**config.mk**
```make
export PLATFORM = sky130hd
export DESIGN_NAME = nonce_sweep_controller
export DESIGN_NICKNAME = d
export VERILOG_FILES = /design/src/rtl/miner_pkg.sv /design/src/rtl/hash_target_compare.sv /design/src/rtl/nonce_sweep_controller.sv
export SDC_FILE = /design/constraint.sdc
export NUM_CORES = 2
export LEC_CHECK = 0
export CORE_AREA = 2 2 678 680
export DETAILED_ROUTE_END_ITERATION = 8
export DIE_AREA = 0 0 680 682
export PLACE_DENSITY = 0.38
export SLEW_MARGIN = 30
export SYNTH_ARGS = -nofsm -noshare
export SYNTH_HDL_FRONTEND = slang
export SYNTH_HIERARCHICAL = 1
export SYNTH_SLANG_ARGS = --single-unit
```
**constraint.sdc**
```tcl
create_clock -name clk -period 37.6 [get_ports clk]
set_input_delay 7.52 -clock clk [delete_from_list [all_inputs] [get_ports clk]]
set_output_delay 7.52 -clock clk [all_outputs]
set_load 0.02 [all_outputs]
```
**src/rtl/miner_pkg.sv**
```systemverilog
// Shared types and widths for the nonce sweep / SHA front end.
package miner_pkg;

    localparam int NONCE_W  = 32;
    localparam int MSG_W    = 440;
    localparam int HASH_W   = 256;
    localparam int PREFIX_W = MSG_W - NONCE_W;

    typedef logic [NONCE_W-1:0] nonce_t;
    typedef logic [HASH_W-1:0]  hash_t;

    typedef enum logic [1:0] {
        IDLE,
        LAUNCH,
        WAIT,
        CHECK
    } sweep_state_t;

endpackage

```
**src/rtl/hash_target_compare.sv**
```systemverilog
// Unsigned strict less-than between a hash and a target; a zero target never hits.
module hash_target_compare
    import miner_pkg::*;
(
    input  logic [HASH_W-1:0] a,
    input  logic [HASH_W-1:0] b,
    output logic              lt
);

    assign lt = (a < b);

endmodule

```
**src/rtl/nonce_sweep_controller.sv**
```systemverilog
// Sweeps a nonce over an inclusive (wrapping) range, launching one SHA job per
// nonce and stopping on a hit, range end, watchdog expiry or abort.
module nonce_sweep_controller
    import miner_pkg::*;
#(
    parameter int TIMEOUT = 1024
) (
    input  logic                clk,
    input  logic                n_rst,
    input  logic                start,
    input  logic                abort,
    input  logic [PREFIX_W-1:0] header_prefix,
    input  logic [NONCE_W-1:0]  nonce_start,
    input  logic [NONCE_W-1:0]  nonce_end,
    input  logic [HASH_W-1:0]   target,
    output logic [MSG_W-1:0]    sha_msg,
    output logic                sha_begin,
    input  logic                sha_done,
    input  logic [HASH_W-1:0]   sha_hash,
    output logic                busy,
    output logic                found,
    output logic                exhausted,
    output logic                timeout_err,
    output logic [NONCE_W-1:0]  result_nonce,
    output logic [HASH_W-1:0]   result_hash,
    output logic [31:0]         attempts
);

    localparam int              WD_W    = $clog2(TIMEOUT + 1);
    localparam logic [WD_W-1:0] WD_LAST = WD_W'(TIMEOUT - 1);

    sweep_state_t        r_state;
    sweep_state_t        w_next;

    logic [PREFIX_W-1:0] r_prefix;
    nonce_t              r_nonce;
    nonce_t              r_nonce_end;
    hash_t               r_target;
    nonce_t              r_result_nonce;
    hash_t               r_result_hash;
    logic [WD_W-1:0]     r_wdog;
    logic                r_found;
    logic                r_exhausted;
    logic                r_timeout;
    logic [31:0]         r_attempts;

    logic                w_capture;
    logic                w_launch;
    logic                w_wd_run;
    logic                w_take;
    logic                w_timeout;
    logic                w_check;
    logic                w_hit;
    logic                w_last_nonce;

    hash_target_compare u_cmp (
        .a  (r_result_hash),
        .b  (r_target),
        .lt (w_hit)
    );

    assign w_last_nonce = (r_nonce == r_nonce_end);

    // State register.
    always_ff @(posedge clk or posedge n_rst) begin
        if (n_rst) begin
            r_state <= IDLE;
        end else begin
            r_state <= w_next;
        end
    end

    // Next-state decode and per-state strobes; abort overrides everything.
    always_comb begin
        w_next    = r_state;
        w_capture = 1'b0;
        w_launch  = 1'b0;
        w_wd_run  = 1'b0;
        w_take    = 1'b0;
        w_timeout = 1'b0;
        w_check   = 1'b0;
        case (r_state)
            IDLE: begin
                if (start && !abort) begin
                    w_capture = 1'b1;
                    w_next    = LAUNCH;
                end
            end
            LAUNCH: begin
                if (abort) begin
                    w_next = IDLE;
                end else begin
                    w_launch = 1'b1;
                    w_next   = WAIT;
                end
            end
            WAIT: begin
                if (abort) begin
                    w_next = IDLE;
                end else if (sha_done) begin
                    w_take = 1'b1;
                    w_next = CHECK;
                end else if (r_wdog == WD_LAST) begin
                    w_timeout = 1'b1;
                    w_next    = IDLE;
                end else begin
                    w_wd_run = 1'b1;
                end
            end
            CHECK: begin
                if (abort) begin
                    w_next = IDLE;
                end else begin
                    w_check = 1'b1;
                    if (w_hit || w_last_nonce) begin
                        w_next = IDLE;
                    end else begin
                        w_next = LAUNCH;
                    end
                end
            end
            default: w_next = IDLE;
        endcase
    end

    // Sweep context, watchdog, results and sticky status flags.
    always_ff @(posedge clk or posedge n_rst) begin
        if (n_rst) begin
            r_prefix       <= '0;
            r_nonce        <= '0;
            r_nonce_end    <= '0;
            r_target       <= '0;
            r_result_nonce <= '0;
            r_result_hash  <= '0;
            r_wdog         <= '0;
            r_found        <= 1'b0;
            r_exhausted    <= 1'b0;
            r_timeout      <= 1'b0;
            r_attempts     <= '0;
        end else begin
            if (w_capture) begin
                r_prefix    <= header_prefix;
                r_nonce     <= nonce_start;
                r_nonce_end <= nonce_end;
                r_target    <= target;
                r_found     <= 1'b0;
                r_exhausted <= 1'b0;
                r_timeout   <= 1'b0;
                r_attempts  <= '0;
            end
            if (w_launch) begin
                r_wdog <= '0;
            end else if (w_wd_run) begin
                r_wdog <= r_wdog + 1'b1;
            end
            if (w_take) begin
                r_result_hash  <= sha_hash;
                r_result_nonce <= r_nonce;
            end
            if (w_timeout) begin
                r_timeout <= 1'b1;
            end
            if (w_check) begin
                if (r_attempts != 32'hFFFF_FFFF) begin
                    r_attempts <= r_attempts + 32'd1;
                end
                if (w_hit) begin
                    r_found <= 1'b1;
                end else if (w_last_nonce) begin
                    r_exhausted <= 1'b1;
                end else begin
                    r_nonce <= r_nonce + 1'b1;
                end
            end
        end
    end

    assign sha_msg      = {r_prefix, r_nonce};
    assign sha_begin    = w_launch;
    assign busy         = (r_state != IDLE);
    assign found        = r_found;
    assign exhausted    = r_exhausted;
    assign timeout_err  = r_timeout;
    assign result_nonce = r_result_nonce;
    assign result_hash  = r_result_hash;
    assign attempts     = r_attempts;

endmodule

```
Word level (Yosys, flattened, before mapping)

Index checks and enable logic that the tools add are counted.

Add/subtract/negate cells: 3
Magnitude comparators: 1
Equal/unequal tests: 8
Multiplexer cells: 42
Reduce and logical (&&, ||, !) cells: 8

Operator list:

| cell                  | count |
|---|---|
| $lt 256x256->1        | 1 |
| $mux 32               | 7 |
| $add 32x1->32 const B | 2 |
| $eq 32x32->1          | 1 |
| $ne 32x32->1 const B  | 1 |
| $mux 1                | 27 |
| $mux 11               | 2 |
| $add 11x1->11 const B | 1 |
| $eq 11x10->1 const B  | 1 |
| $mux 2                | 5 |
| $pmux 2 s4            | 1 |
| $reduce_bool 2->1     | 3 |
| $eq 2x2->1 const B    | 2 |
| $ne 4x4->1 const B    | 1 |
| $eq 2x1->1 const B    | 1 |
| $logic_not 2->1       | 1 |
| $ne 2x2->1 const B    | 1 |
| $reduce_and 2->1      | 1 |
| $logic_and 1x1->1     | 1 |
| $logic_not 1->1       | 1 |
| $logic_or 1x1->1      | 1 |

Bits in registers: 1064
Input bits: 989
Output and inout bits: 765
Logic and storage cells: 74

Logic depth before layout (Yosys ltp)

Depth after elaboration: 8
Mapped depth: 16
Depth with buffers taken out: 14

Modules after synthesis

Netlist, hierarchy kept.

By module, submodules not included:

| module                 | times used | cells an instance | area each (um^2) | seq. area each (um^2) |
|---|---|---|---|---|
| nonce_sweep_controller | 1          | 4681              | 41437.2          | 26625.5 |
| hash_target_compare    | 1          | 915               | 6459.9           | 0.0 |

Worst setup path after synthesis

No wires, ideal clock.

Kind: input-to-output
From: in abort
To: out sha_begin
Data arrival time: 8263 ps
Required time: 30080 ps
Slack: 21817 ps
Stages: 2
Path buffers: 1
Cells stage by stage: nor3b_1 clkbuf_1

Word-level cells in the longest chain between the ends: 2

Ends and longest elaborated chain:

| element     | line                         | RTL |
|---|---|---|
| from (decl) | nonce_sweep_controller.sv:11 | `input logic abort,` |
| $mux 1      | nonce_sweep_controller.sv:90 | `if (abort) begin` |
| $mux 1      | nonce_sweep_controller.sv:82 | `case (r_state)` |
| to (decl)   | nonce_sweep_controller.sv:17 | `output logic sha_begin,` |

Every way passes these cells.

Worst setup path after layout

Ends and elaborated chain as after synthesis.

==> results.toml <==
[status]
status = "finished, final reports clean"

[pwr]
combPwrFrac_pct = 40.1
p_clk_share_pct = 26.7
power_density_nw_per_um2 = 75.17
ir_drop_mv = 0.03768
p_switching_w = 0.002521
p_seq_share_pct = 33.1
power.internal_w = 0.003333
p_sw_share_pct = 43.06
leakage_nw = 36.01

[layout]
fin_nets = 8580
utilization_pct = 17.03
final_cell_area_um2 = 77860
fin_cells = 13510
area_growth_pct = 62.57
drive_above_1_share_pct = 5.099

[clock_network]
cts_resized = 0
tritoncts = "yes"
postCtsSetupBuffers = 0
postCtsHoldBufs = 0
cts_root_buf = "clkbuf_16"
numCtsBuffers = 157
cts.path.max_buffers = 4
cts-htree-levels = 4
clock_latency_ns = 0.86
cts.sinks = 1064
cts.reportedPaths.clkPinSlew_ns = 0.04

[logic_synthesis]
synth_area_per_cell_um2 = 8.559
async_reset_ff_share_pct = 100.0
synth.area.top_cells = "dfrtp_1, nand2_1, ha_1"
netlist_area_um2 = 47900
seq_area_frac_synth_pct = 55.59
netlist_top_cells_count = "nand2_1, dfrtp_1, inv_1"
syn_inst = 5596
syn_nets = 6843
synth-main-ff-cell = "dfrtp_1"
synth_warnings = 6
synth_top_area_share_pct = 55.59
synth_cell_types = 73
yosys.area.top_type = "dfrtp_1"
synth.most_common_cell = "nand2_1"
synth_enable_flop_cells = 0
synth_seq_cells = 1064

[sta]
period_needed_ns = 16.86
tns_ns = 0
worstMarginPinSlew_ns = 0.9918
hold_violations = 0
slew_violations = 0
setup_violations = 0
max_slew_margin_pct = 33.88
clock_skew_ns = 0.03772
fmax_mhz = 59.30
period_share_pct = 44.85
rsz0062_at_grt = "false"
layout_setup_ws_ns = 20.74

[placed_design]
place_area_um2 = 72540
port_buffers = 1753
place_congestion = 0.8815
dp.cells = 13200
post-place-ws_ns = 20.68
place_hpwl_um = 324500

[route]
drc = 0
postRouteAntennaNets = 0
postRouteWirelength_um = 385400
wl_per_cell_um = 28.53
drtIter0Drc = 2594
firstDrtPassIters = 7
viasPerCell = 3.377
vias = 45630

[setup_path]
slowest_delay_ns = 0.75
endpoint_kind = "primary output"
path_class = "in2out"
cp.arrival_ns = 9.34
startpoint_type = "input pin"
crit_top_cell = "clkdlybuf4s50_1"
worstPathBufferInverterCount = 3
critPathSlowestCell = "clkdlybuf4s50_1"
crit_path_cell_trace = "clkdlybuf4s50_1 > nor3b_2 > buf_4 > clkdlybuf4s50_1"
crit_family = "buffers and inverters"
crit_fanout = 13
required_ns = 30.08

[hold_path]
hp-class = "reg2reg"

[floorplan]
coreArea_um2 = 457400
start_util_pct = 10.47
fp-row-count = 249
io_pins = 1754
die_area_um2 = 463800
dieHeight_um = 682
die_x_um = 680

[global_route]
grt_pass1_vias = 45520
grt.total_usage_pct = 16.01
antenna_found_initial = 232
grt_pass1_wl_um = 487200
grt_max_degree = 144
overflow = 0

[run]
drv_cap = 0
==> final timing paths <==
kind                                   from               end  slack [ns]  depth (start not counted)
hold / removal                r_prefix[404]     r_prefix[404]        0.47                          2
setup / recovery                      abort         sha_begin       20.74                          4
min in group asynchronous             n_rst  result_hash[237]        7.10                          2
max in group asynchronous             n_rst   result_hash[49]       25.30                          8
setup reg to reg           result_hash[255]       r_nonce[29]       31.11                         15
hold reg to reg               r_prefix[404]     r_prefix[404]        0.47                          2
==> worst register-to-register path, cell delays in order, from the launching register on <==
cell and delay [ns]:
dfrtp_1 0.56, ha_1 0.41, nand4_1 0.13, nor3_1 0.77
nand3_2 0.37, nor3_2 0.65, nand2_1 0.12, buf_4 0.25
or4_1 0.72, a211o_1 0.50, and3_1 0.43, nor2_1 0.22
o21a_1 0.15, buf_4 0.40, mux2_2 0.39, a221o_1 0.29
==> cells in the final DEF, fill, tap and decap left out, types with 12 or more instances in the layout <==
| master | instances |
|---|---|
| nand2_1 | 3050 |
| clkdlybuf4s50_1 | 1733 |
| dfrtp_1 | 1064 |
| inv_1 | 275 |
| ha_1 | 258 |
| clkbuf_16 | 161 |
| a21oi_1 | 103 |
| nor2_1 | 91 |
| buf_4 | 73 |
| nand4_1 | 61 |
| o21ai_0 | 50 |
| nand3_1 | 46 |
| xor2_1 | 38 |
| diode_2 | 34 |
| clkbuf_8 | 33 |
| nor3_1 | 32 |
| clkbuf_1 | 28 |
| a21o_1 | 23 |
| a211oi_1 | 22 |
| mux2i_1 | 22 |
| clkinv_2 | 22 |
| and4_1 | 16 |
| and3_1 | 16 |
| nor4_1 | 16 |
| o31ai_1 | 13 |
| o211ai_1 | 12 |
==> logic make-up after synthesis <==
logic type	count (synthesis)	synth area share (%)
adder cells (fa/ha/maj)	258	6.740
AND/OR/NAND/NOR	3381	27.87
XOR/XNOR	43	0.7863
multiplexers	26	0.5695
buffers and inverters	523	4.349
flip-flops	1064	55.59
AO/OA/AOI/OAI	301	4.096
==> registers in the layout (all words and copies together) (netlist names) <==
| signal | cells |
|---|---|
| r_wdog | 11 |
| exhausted | 1 |
| attempts | 32 |
| r_prefix | 408 |
| result_nonce | 32 |
| r_nonce_end | 32 |
| found | 1 |
| r_nonce | 32 |
| r_state | 2 |
| r_target | 256 |
| result_hash | 256 |
| timeout_err | 1 |
==> area by class of cell <==
class	count	area [µm²]
antenna	34	85.08
clock buffer	222	4588
clock inverter	56	666.9
fill	51500	379500
inverter	276	1044
multi-input combinational	4009	19230
sequential	1064	26630
tap	6024	7537
timing repair buffer	1825	18080
==> per-stage QoR <==
stage	hold slack [ns]	power (W)
after global routing	0.4879	0.006241
after detailed placement	0.4608	0.004380
after floorplan	0.4457	0.002792
after global placement	0.4566	0.004373
final	0.4679	0.005853
after CTS	0.4741	0.006009
==> power by group through the flow <==
stage | logic, W | registers (W) | clock network (W)
after floorplan | 0.000710 | 0.00208 | 0
after global placement | 0.00241 | 0.00197 | 0
after detailed placement | 0.00241 | 0.00197 | 0
after CTS | 0.00242 | 0.00196 | 0.00163
after global routing | 0.00258 | 0.00199 | 0.00167
final | 0.00235 | 0.00194 | 0.00156
==> per-layer routing <==
layer | up-vias | GRT usage [%] | wire, µm
met5 | - | 0 | 759
met2 | 1637 | 27.00 | 183800
met1 | 22040 | 17.36 | 142300
met4 | 120 | 4.183 | 11260
met3 | 610 | 8.714 | 47270
li1 | 21220 | - | -
(Power assumes the default switching activity.)
